[config.mk]
export PLATFORM = sky130hd
export DESIGN_NAME = polar_gsub_dec_flat
export DESIGN_NICKNAME = d
export VERILOG_FILES = /design/src/rtl/polar_gsub_dec_if.sv /design/src/rtl/polar_gsub_dec.sv /design/src/flat_wrapper.sv
export SDC_FILE = /design/constraint.sdc
export NUM_CORES = 1
export LEC_CHECK = 0
export BUFFER_PORTS_ARGS = -buffer_cell sky130_fd_sc_hd__buf_4
export CAP_MARGIN = 30
export CORE_MARGIN = 3
export CORE_UTILIZATION = 42
export CTS_BUF_LIST = sky130_fd_sc_hd__clkbuf_4 sky130_fd_sc_hd__clkbuf_8
export CTS_CLUSTER_DIAMETER = 50
export DETAILED_ROUTE_END_ITERATION = 8
export SYNTH_ARGS = -nofsm -noshare
export SYNTH_HDL_FRONTEND = slang
export SYNTH_SLANG_ARGS = --single-unit
[constraint.sdc]
create_clock -name clk_i -period 19.84 [get_ports clk_i]
set_clock_uncertainty 0.1 [all_clocks]
set_input_delay 2.976 -clock clk_i [delete_from_list [all_inputs] [get_ports clk_i]]
set_output_delay 2.976 -clock clk_i [all_outputs]
set_load 0.03 [all_outputs]
[src/rtl/polar_gsub_dec_if.sv]
// Job/result bundle between the parent SC stage and polar_gsub_dec.
// The slave side is the decoder; the master side is the parent stage.
interface polar_gsub_dec_if #(
    parameter int BW    = 7,
    parameter int LOG_M = 2
);
    localparam int M = 1 << LOG_M;

    logic            in_valid_i;
    logic            in_ready_o;
    logic            mode_i;
    logic [M*BW-1:0] llr_a_i;
    logic [M*BW-1:0] llr_b_i;
    logic [M-1:0]    psum_i;
    logic [M-1:0]    frozen_i;
    logic            out_valid_o;
    logic            out_ready_i;
    logic [M-1:0]    u_o;
    logic [M-1:0]    x_o;

    modport slave (
        input  in_valid_i, mode_i, llr_a_i, llr_b_i, psum_i, frozen_i, out_ready_i,
        output in_ready_o, out_valid_o, u_o, x_o
    );

    modport master (
        output in_valid_i, mode_i, llr_a_i, llr_b_i, psum_i, frozen_i, out_ready_i,
        input  in_ready_o, out_valid_o, u_o, x_o
    );
endinterface

[src/rtl/polar_gsub_dec.sv]
// G/F entry stage over 2*M LLRs, then serial SC decode of an M-leaf subtree, one leaf per cycle.
// Latency: M+2 cycles accept-to-valid; 2 for all-frozen jobs when POLAR_RATE0_SKIP_EN is defined.
// Backpressure: result held in DONE until out_ready_i; in_ready_o is low whenever not IDLE.
module polar_gsub_dec #(
    parameter int BW    = 7,
    parameter int LOG_M = 2
) (
    input  logic             clk_i,
    input  logic             rst_i,
    polar_gsub_dec_if.slave  bus
);
    localparam int M    = 1 << LOG_M;
    localparam int MAXI = (1 << (BW - 1)) - 1;
    localparam logic signed [BW:0] MAXP = (BW + 1)'(MAXI);
    localparam logic signed [BW:0] MAXN = -MAXP;

    localparam logic [1:0] IDLE  = 2'd0;
    localparam logic [1:0] ENTRY = 2'd1;
    localparam logic [1:0] DEC   = 2'd2;
    localparam logic [1:0] DONE  = 2'd3;

    logic [1:0]           state;
    logic [LOG_M-1:0]     idx;
    logic                 mode_q;
    logic [M*BW-1:0]      a_q;
    logic [M*BW-1:0]      b_q;
    logic [M-1:0]         psum_q;
    logic [M-1:0]         frozen_q;
    logic [M-1:0]         u_q;
    logic signed [BW-1:0] l_q [M];
    logic signed [BW-1:0] leaf;
    logic                 leaf_bit;

    function automatic logic signed [BW:0] ext(input logic signed [BW-1:0] v);
        return {v[BW-1], v};
    endfunction

    function automatic logic signed [BW-1:0] sat(input logic signed [BW:0] v);
        logic signed [BW:0] r;
        r = v;
        if (v > MAXP) r = MAXP;
        if (v < MAXN) r = MAXN;
        return r[BW-1:0];
    endfunction

    function automatic logic signed [BW-1:0] f_fn(input logic signed [BW-1:0] a,
                                                  input logic signed [BW-1:0] b);
        logic signed [BW:0] ma;
        logic signed [BW:0] mb;
        logic signed [BW:0] m;
        ma = a[BW-1] ? -ext(a) : ext(a);
        mb = b[BW-1] ? -ext(b) : ext(b);
        if (ma > MAXP) ma = MAXP;
        if (mb > MAXP) mb = MAXP;
        m = (ma < mb) ? ma : mb;
        if (a[BW-1] ^ b[BW-1]) m = -m;
        return m[BW-1:0];
    endfunction

    function automatic logic signed [BW-1:0] g_fn(input logic signed [BW-1:0] a,
                                                  input logic signed [BW-1:0] b,
                                                  input logic s);
        return sat(s ? (ext(b) - ext(a)) : (ext(b) + ext(a)));
    endfunction

    // Natural-order Arikan butterfly; zero-padded upper lanes leave the lower half's encoding intact.
    function automatic logic [M-1:0] encode(input logic [M-1:0] v);
        logic [M-1:0] x;
        x = v;
        for (int s = 1; s < M; s = s * 2)
            for (int j = 0; j < M; j++)
                if ((j & s) == 0 && j + s < M) x[j] = x[j] ^ x[j + s];
        return x;
    endfunction

    // Walk root to leaf idx: the idx bit at each level picks f (left) or g (right, with
    // partial sums re-encoded from the already decided left sibling).
    always_comb begin
        logic signed [BW-1:0] lv [M];
        logic [M-1:0]         sub;
        logic [M-1:0]         ps;
        logic [LOG_M-1:0]     pos;
        logic [LOG_M-1:0]     pj;
        int                   half;
        int                   base;
        for (int k = 0; k < M; k++) lv[k] = l_q[k];
        for (int d = 0; d < LOG_M; d++) begin
            half = M >> (d + 1);
            base = (int'(idx) >> (LOG_M - d)) << (LOG_M - d);
            sub  = '0;
            for (int i = 0; i < M; i++) begin
                pos = LOG_M'(base + i);
                if (i < half) sub[i] = u_q[pos];
            end
            ps = encode(sub);
            for (int j = 0; j < M; j++) begin
                pj = LOG_M'(j + half);
                if (j < half)
                    lv[j] = idx[LOG_M-1-d] ? g_fn(lv[j], lv[pj], ps[j]) : f_fn(lv[j], lv[pj]);
            end
        end
        leaf = lv[0];
    end

    assign leaf_bit = ~frozen_q[idx] & leaf[BW-1];

    always_ff @(posedge clk_i) begin
        if (rst_i) begin
            state    <= IDLE;
            idx      <= '0;
            mode_q   <= 1'b0;
            a_q      <= '0;
            b_q      <= '0;
            psum_q   <= '0;
            frozen_q <= '0;
            u_q      <= '0;
            for (int k = 0; k < M; k++) l_q[k] <= '0;
        end else begin
            case (state)
                IDLE: begin
                    if (bus.in_valid_i) begin
                        mode_q   <= bus.mode_i;
                        a_q      <= bus.llr_a_i;
                        b_q      <= bus.llr_b_i;
                        psum_q   <= bus.psum_i;
                        frozen_q <= bus.frozen_i;
                        u_q      <= '0;
                        state    <= ENTRY;
                    end
                end
                ENTRY: begin
                    for (int k = 0; k < M; k++)
                        l_q[k] <= mode_q ? g_fn(a_q[k*BW +: BW], b_q[k*BW +: BW], psum_q[k])
                                         : f_fn(a_q[k*BW +: BW], b_q[k*BW +: BW]);
                    idx   <= '0;
                    state <= DEC;
`ifdef POLAR_RATE0_SKIP_EN
                    if (&frozen_q) state <= DONE;
`endif
                end
                DEC: begin
                    u_q[idx] <= leaf_bit;
                    idx      <= idx + LOG_M'(1);
                    if (idx == LOG_M'(M - 1)) state <= DONE;
                end
                DONE: begin
                    if (bus.out_ready_i) state <= IDLE;
                end
                default: state <= IDLE;
            endcase
        end
    end

    assign bus.in_ready_o  = (state == IDLE);
    assign bus.out_valid_o = (state == DONE);
    assign bus.u_o         = u_q;
    assign bus.x_o         = encode(u_q);
endmodule

[src/flat_wrapper.sv]
// flat-port wrapper written by rule: the top's interface ports become plain ports
module polar_gsub_dec_flat 
#(
    parameter int BW    = 7,
    parameter int LOG_M = 2
)
  (clk_i, rst_i, bus_in_valid_i, bus_mode_i, bus_llr_a_i, bus_llr_b_i, bus_psum_i, bus_frozen_i, bus_out_ready_i, bus_in_ready_o, bus_out_valid_o, bus_u_o, bus_x_o);
  polar_gsub_dec_if #(.BW(BW), .LOG_M(LOG_M)) bus_i ();
  input  logic clk_i;
  input  logic rst_i;
  input wire logic [$bits(bus_i.in_valid_i)-1:0] bus_in_valid_i;
  input wire logic [$bits(bus_i.mode_i)-1:0] bus_mode_i;
  input wire logic [$bits(bus_i.llr_a_i)-1:0] bus_llr_a_i;
  input wire logic [$bits(bus_i.llr_b_i)-1:0] bus_llr_b_i;
  input wire logic [$bits(bus_i.psum_i)-1:0] bus_psum_i;
  input wire logic [$bits(bus_i.frozen_i)-1:0] bus_frozen_i;
  input wire logic [$bits(bus_i.out_ready_i)-1:0] bus_out_ready_i;
  output wire logic [$bits(bus_i.in_ready_o)-1:0] bus_in_ready_o;
  output wire logic [$bits(bus_i.out_valid_o)-1:0] bus_out_valid_o;
  output wire logic [$bits(bus_i.u_o)-1:0] bus_u_o;
  output wire logic [$bits(bus_i.x_o)-1:0] bus_x_o;
  assign bus_i.in_valid_i = bus_in_valid_i;
  assign bus_i.mode_i = bus_mode_i;
  assign bus_i.llr_a_i = bus_llr_a_i;
  assign bus_i.llr_b_i = bus_llr_b_i;
  assign bus_i.psum_i = bus_psum_i;
  assign bus_i.frozen_i = bus_frozen_i;
  assign bus_i.out_ready_i = bus_out_ready_i;
  assign bus_in_ready_o = bus_i.in_ready_o;
  assign bus_out_valid_o = bus_i.out_valid_o;
  assign bus_u_o = bus_i.u_o;
  assign bus_x_o = bus_i.x_o;
  polar_gsub_dec #(.BW(BW), .LOG_M(LOG_M)) u_core (.clk_i(clk_i), .rst_i(rst_i), .bus(bus_i));
endmodule
After elaboration in Yosys (flattened, before gate mapping) --
Memories as Yosys holds them, arrays and structs flattened. Index checks and enable logic that the tools add are counted.
Cells by class: reductions and logical operators 7, equality and inequality tests 7, bitwise gates (word level) 17, $lt $le $gt $ge 38, multiplexer cells 125, add/subtract/negate cells 36
Operators with widths (number):
- $mux 8 | 51
- $mux 7 | 55
- $gt 8x7->1 const B | 21
- $neg 7->8 | 14
- $add 7x7->8 | 7
- $lt 8x7->1 const B | 7
- $lt 8x8->1 | 7
- $sub 7x7->8 | 7
- $neg 7->7 | 7
- $xor 1x1->1 | 11
- $mux 1 | 9
- $pmux 2 s4 | 1
- $pmux 4 s2 | 1
- $eq 2x2->1 const B | 3
- $lt 2x3->1 const B | 2
- $mux 2 | 3
- $bwmux 4 | 1
- $mux 4 | 1
- $ne 2x2->1 const B | 2
- $or 1x1->1 | 4
- $pmux 2 s2 | 1
- $reduce_and 2->1 | 2
- $reduce_bool 2->1 | 2
- $reduce_and 3->1 | 1
- other kinds (10) | 10
Word-level totals: flip-flop bits (word level) 73, RAM bits 28, logic and storage cells 239, output and inout port bits 10, input port bits 69, memories 1
Memories:
- u_core.l_q | words 4, width 7, rd ports 4, clocked after memory_dff 0, write ports 4, line polar_gsub_dec.sv:30 | logic signed [BW-1:0] l_q [M];

Logic depth before layout (Yosys ltp) --
Gate-level depths: netlist of run 1. An unclocked memory read counts as a cell.
depth after elaboration 22, gate-level depth with buffers 35, gate-level depth less buffers 34

Least setup slack after synthesis of run 1 --
Ideal clock, no wire load.
path kind flip-flop to flip-flop, from memory u_core.l_q[0][0], to register u_core.u_q[0] (netlist: u_core.bus.u_o[0]), stages on the path, launching flop included 34, period minus slack after synthesis 7.012 ns, setup slack 12.828 ns, required time 19.621 ns, library setup time 0.119 ns, path buffers 1, data arrival time 6.793 ns, path through edfxtp_1 -> or4_1 -> or2_2 -> nor3_1 -> ha_1 -> nand2b_1 -> clkbuf_1 -> nand2_1 -> ha_1 -> a21o_1 -> a2111o_1 -> o21ai_0 -> a21oi_1 -> or2_2 -> ha_1 -> o21ai_0 -> nor4_1 -> a211o_1 -> nor3b_4 -> nand3_2 -> nor2_1 -> ha_1 -> inv_1 -> nand2_1 -> nand2_1 -> ha_1 -> a21oi_1 -> o211ai_1 -> a2111oi_0 -> a31oi_1 -> o311ai_1 -> o41ai_4 -> o21ai_0 -> nand2_1
RTL lines:
- start: declaration | line polar_gsub_dec.sv:30
- end signal: indexed assignment | line polar_gsub_dec.sv:142 | u_q[idx] <= leaf_bit;
- end: declaration | line polar_gsub_dec.sv:29 | logic [M-1:0] u_q;

==> impl_results.md, run 1 <==
- R2r setup slk: 11.94 ns
- CTS tree: done
- Vias in the first global route: approximately 11000
- Worst path slowest cell: or4_1
- Syn Area/Cell: around 7.4 sq um
- Vias: 12000
- Syn Inst Count: 1737
- Post-DRT Antenna Nets: 0
- Max Root-Sink Buffers: 2
- Diode count: 0
- Starting Density: between 40% and 50%
- Post-CTS Resized: 0
- Count of final setup violators: 0
- Number of buffers added on ports: 78
- Hpwl dp: between 20000 and 30000 um
- Initial antenna violation count: 0
- Crit share post-route: between 30% and 40%
- Least-Margin Pin Slew: 0.779 ns
- # hold bufs at CTS: 0
- Worst Path Max Fanout: 11
- RSZ-0062 raised after global routing: false
- Post-CTS setup buffer count: 0
- Critical path startpoint: u_core.l_q[0][0]
- Critical path endpoint category: flop
- Main synth FF type: dfxtp_1
- Rows: 63
- R2r startpoint: u_core.l_q[0][0]
- CP Launch Type: flop
- Die Span Y: 181 um
- Achievable Freq: 127 MHz
- DR DRC count: 0
- Final WL: 32100 um
- CP required: 20.04 ns
- Ports: between 70 and 80
- First-pass GRT wire length: 54700 um
- Chip Width: 181 um
- Critical setup path kind: flop to flop
- Rel. slew slack: 47.7%
- Total die area: 32800 sq um
- Fraction of layout cells with a size suffix above 1: 8.89%
- Clock Pin Slew Worst Setup and Hold Paths: 0.12 ns
- Asr flop ratio synth: 0%
- Via density: 5.54
- Seq/Total Area, Yosys: about 18%
- Final nets: 1987
- Post-synth EDFFs: 28
- Synth unique cells: 95
- Clock Root Buffer: clkbuf_8
- Final hold viol count: 0
- Hold Crit Start: u_core.frozen_q[2]
- Grt total ovfl: 0
- GRT Total Usage: 19.3%
- CP most frequent cell: ha_1
- Crit path DAT: approximately 8.1 ns
- Iter 0 DRT Violations: 792
- Initial DRT Pass Iterations: 5
- Max incr delay on CP: 0.56 ns
- Gpl congestion: 0.891
- # Max-Cap Violations: 0
- Area added between synthesis and finish: 8.31%
- CTS Buf Count: 9
- Post-Syn Area: 12900 sq um
- Final critical-path required period: just under 8 ns
- Largest net degree at the start of global routing: 75
- Setup TNS: 0 ns
- Sink Count: 101
- Fin. max-slew vios: 0
- YS warnings: 0
- Status: completed
- Synth Register Bits: 101
- Skew-Pair Late Insertion Delay: 0.40 ns
- Htree depth: 3
- Hold Crit Class: flop to flop
- Drt wl/cell: 14.8 um
- Core box area: 30000 sq um
-- cell type report --
class	count	area [sq um]
Clock inverter	5	41.3
Clock buffer	11	151
Tap cell	390	488
Fill cell	3056	16000
Inverter	105	394
Timing Repair Buffer	87	653
Multi-Input combinational cell	1469	9930
Sequential cell	101	2300
-- stage by stage --
step	instances	util [%]	hold slack [ns]	setup slack [ns]	instance area, sq um
after floorplan	1750	-	0.333	12.83	12900
after global placement	2152	45.9	0.343	12.28	13800
after detailed placement	2152	45.9	0.349	12.05	13800
after CTS	2168	46.6	0.365	12.01	14000
after global routing	2168	46.6	0.387	11.12	14000
final	2168	46.6	0.365	11.94	14000
-- critical path: cells and delay by family (launching register included) --
kind,cells,cell delay [ns]
compound gates,11,2.74
fa+ha+maj,5,1.41
buf+inv,2,0.37
flops,1,0.47
simple gates,11,2.71
-- flip-flops by register name (all words and copies together) (netlist names) --
| name | count |
|---|---|
| u_core.a_q | 28 |
| u_core.b_q | 28 |
| u_core.l_q | 28 |
| u_core.bus.u_o | 4 |
| u_core.frozen_q | 4 |
| u_core.psum_q | 4 |
| u_core.idx | 2 |
| u_core.state | 2 |
| u_core.mode_q | 1 |
-- placed cells by master, fill, tap and decap left out, types with 8 or more instances in the layout --
master	count
a211oi_1	15
a21boi_0	9
a21o_1	17
a21oi_1	159
a31oi_1	16
and2_1	24
and3_1	19
buf_4	87
clkbuf_8	11
conb_1	14
dfxtp_1	73
edfxtp_1	28
ha_1	139
inv_1	104
mux2_2	17
mux2i_1	38
nand2_1	261
nand2b_1	29
nand3_1	32
nand4_1	8
nor2_1	138
nor2b_1	32
nor3_1	39
nor3b_1	14
o211ai_1	15
o21a_1	25
o21ai_0	77
o22ai_1	11
o31a_1	10
o31ai_1	19
o41ai_1	10
or3_1	10
xnor2_1	87
xor2_1	45
-- per-layer routing --
layer  vias up  wire length [um]  global-route usage [%]
met4         0               427                    4.20
met3        28               882                    1.41
li1       6240                 -                       -
met5         -                 0                       0
met2       187             14500                    31.6
met1      5562             16300                    27.9
-- Yosys cell counts, types with 32 or more instances --
library cell	instances	share of area [%]
a21oi_1	159	6.2
xor2_1	45	3.1
o21ai_0	77	3.0
nor2_1	138	4.0
nor3_1	39	1.5
clkbuf_1	53	1.5
mux2i_1	38	3.0
dfxtp_1	73	11
ha_1	139	13
nor2b_1	32	1.6
nand2_1	262	7.6
inv_1	104	3.0
nand3_1	32	1.2
xnor2_1	87	5.9
-- final timing paths --
| check | endpoint | cells past startpoint |
|---|---|---|
| min reg2reg | u_core.frozen_q[2] | 2 |
| min | u_core.frozen_q[2] | 2 |
| max | u_core.bus.u_o[2] | 29 |
| max reg2reg | u_core.bus.u_o[2] | 29 |
-- cell families (layout without fill, tap and decap cells) --
family                     count (synthesis)  in the layout  share of synthesized area [%]
buffers and inverters                    180            208                           5.51
adders and majority gates                147            147                           14.6
other                                      1             14                         0.0291
and+or+nand+nor                          646            646                           23.8
AOI/OAI and AO/OA                        473            473                           24.4
muxes                                     56             56                           4.61
xor gates and xnor gates                 133            133                           9.19
DFF                                      101            101                           17.9
Power of run 1 is left out: the tool's default activity adds up to more than one toggle a clock period on the data nets, which glitch-free logic cannot reach.
==> inputs of run 2 (changes only) <==
==> constraint.sdc (replaced) <==
create_clock -name clk_i -period 8.21 [get_ports clk_i]
set_clock_uncertainty 0.1 [all_clocks]
set_input_delay 1.2315 -clock clk_i [delete_from_list [all_inputs] [get_ports clk_i]]
set_output_delay 1.2315 -clock clk_i [all_outputs]
set_load 0.03 [all_outputs]
==> impl_results.md, run 2 (same netlist as run 1, synthesis figures left out) <==
- Largest registers: u_core.a_q (28), u_core.b_q (28), u_core.l_q (28)
- Critical path endpoint category: flop
- Initial DRT Pass Iterations: 6 (+1)
- Status: completed
- Final WL: 32300 um (+0.60%)
- Largest net degree at the start of global routing: 78 (+4.0%)
- Diode count: 0 (unchanged)
- Hold Crit Class: flop to flop
- # hold bufs at CTS: 0 (unchanged)
- Area added between synthesis and finish: 8.68%
- CTS Buf Count: 9 (unchanged)
- Critical setup path kind: flop to flop
- Final critical-path required period: 7.58 ns (-0.315 ns)
- Layout fillers: 3126 (+2.3%)
- R2r setup slk: 0.63 ns (-11.31 ns)
- Clock Pin Slew Worst Setup and Hold Paths: 0.11 ns (about the same)
- Fin. max-slew vios: 0 (unchanged)
- Total die area: 32800 sq um (unchanged)
- Vias: 12000 (-0.21%)
- CP most frequent cell: ha_1
- Initial antenna violation count: 0 (unchanged)
- Chip Width: 181 um (unchanged)
- Via density: 5.53 (-0.16%)
- Hold Crit Depth: 2 (unchanged)
- CP required: 8.39 ns (-11.65 ns)
- R2r startpoint: u_core.l_q[0][0]
- Skew-Pair Late Insertion Delay: 0.39 ns (about the same)
- Final hold viol count: 0 (unchanged)
- Least-Margin Pin Slew: 0.829 ns (+0.0495 ns)
- Gpl congestion: 0.867 (-2.7%)
- Post-CTS setup buffer count: 0 (unchanged)
- Most common cell after layout, fill and taps aside: nand2_1
- Fraction of layout cells with a size suffix above 1: 9.23% (+0.34 points)
- Number of buffers added on ports: 78 (unchanged)
- Layout Utilization: 46.8% (+0.16 points)
- Hold Crit Start: u_core.frozen_q[2]
- Htree depth: 3 (unchanged)
- Vias in the first global route: 11300 (-0.56%)
- Die Span Y: 181 um (unchanged)
- # Max-Cap Violations: 0 (unchanged)
- Ports: 79 (unchanged)
- Rows: 63 (unchanged)
- Core box area: 30000 sq um (unchanged)
- Clock Root Buffer: clkbuf_8
- Most frequent cells in the layout: 261 x nand2_1, 159 x a21oi_1, 139 x ha_1
- Max incr delay on CP: 0.56 ns (about the same)
- Drt wl/cell: 14.9 um (+0.65%)
- Post-DRT Antenna Nets: 0 (unchanged)
- Crit share post-route: 92.4% (+53 points)
- Placed Instance Area: 13800 sq um (unchanged)
- Post-CTS Resized: 0 (unchanged)
- Hold Path End: u_core.frozen_q[2]
- Non-filler instance count after layout: 2167 (-0.046%)
- FF-to-FF path depth: 30 (+3.4%)
- Max Root-Sink Buffers: 2 (unchanged)
- CTS tree: done
- Sink Count: 101 (unchanged)
- RR Endpoint: u_core.bus.u_o[0]
- Hpwl dp: 26200 um (+1.6%)
- Fin area: 14000 sq um (+0.34%)
- Rel. slew slack: 44.8% (-2.9 points)
- DR DRC count: 0 (unchanged)
- Placed cells: 2151 (-0.046%)
- Worst path slowest cell: or4_1
- GRT Total Usage: 19.3% (about the same)
- Grt total ovfl: 0 (unchanged)
- Worst Path Max Fanout: 11 (unchanged)
- Final nets: 1986 (-0.050%)
- Iter 0 DRT Violations: 679 (-14%)
- Count of final setup violators: 0 (unchanged)
- Achievable Freq: 132 MHz (+4.2%)
- Starting Density: 43.0% (unchanged)
- First-pass GRT wire length: 54700 um (about the same)
- CP Launch Type: flop
- Crit path DAT: 7.76 ns (-0.34 ns)
-- run 2: cell count changes in the layout (fill, tap and decap cells not counted), sizes merged --
cell	change
inv	+2
buf	-1
clkbuf	-1
clkinv	-1
-- run 2: worst max-delay path by stage --
stage / to / from / depth (start not counted) / slack [ns]
after floorplan: u_core.bus.u_o[0] / u_core.l_q[0][0] / 33 / 1.20
after global placement: u_core.bus.u_o[2] / u_core.l_q[0][0] / 32 / 0.57
after detailed placement: u_core.bus.u_o[0] / u_core.l_q[0][0] / 30 / 0.32
after CTS: u_core.bus.u_o[0] / u_core.l_q[0][0] / 30 / 0.27
after global routing: u_core.bus.u_o[2] / u_core.l_q[0][1] / 32 / -0.01
final: u_core.bus.u_o[0] / u_core.l_q[0][0] / 30 / 0.63
-- run 2: worst max-delay path, delay by kind of cell, from the launching register on --
| kind | cells | cell delay (ns) |
|---|---|---|
| AOI/OAI and AO/OA | 11 | 2.67 |
| DFF | 1 | 0.48 |
| buffers and inverters | 3 | 0.45 |
| and+or+nand+nor | 11 | 2.44 |
| adders and majority gates | 5 | 1.32 |
-- run 2: routing by layer --
layer  vias to the layer above  wire length (um)  global-route usage [%]
met1                      5560             16300                    27.2
met5                         -                 0                       0
li1                       6250                 -                       -
met3                        29               777                    1.97
met4                         0               391                    3.66
met2                       153             14800                    32.3
-- run 2: layout make-up --
cell class	instances	area (sq um)	share of cell area, %
Multi-Input combinational cell	1469	9980	71.3
Sequential cell	101	2300	16.4
Timing Repair Buffer	86	653	4.66
Tap cell	390	488	3.48
Inverter	105	398	2.84
Clock buffer	10	131	0.938
Clock inverter	6	51.3	0.366
-- run 2: per-stage QoR --
| step | setup slack, ns | hold WS [ns] | TNS, ns |
|---|---|---|---|
| 3_5_place_dp | 0.320 | 0.351 | 0 |
| 5_1_grt | -0.0137 | 0.392 | -0.0137 |
| 6_report | 0.627 | 0.365 | 0 |
| 3_3_place_gp | 0.566 | 0.342 | 0 |
| 4_1_cts | 0.272 | 0.366 | 0 |
| 2_1_floorplan | 1.20 | 0.333 | 0 |
Power of run 2 is left out for the same reason.
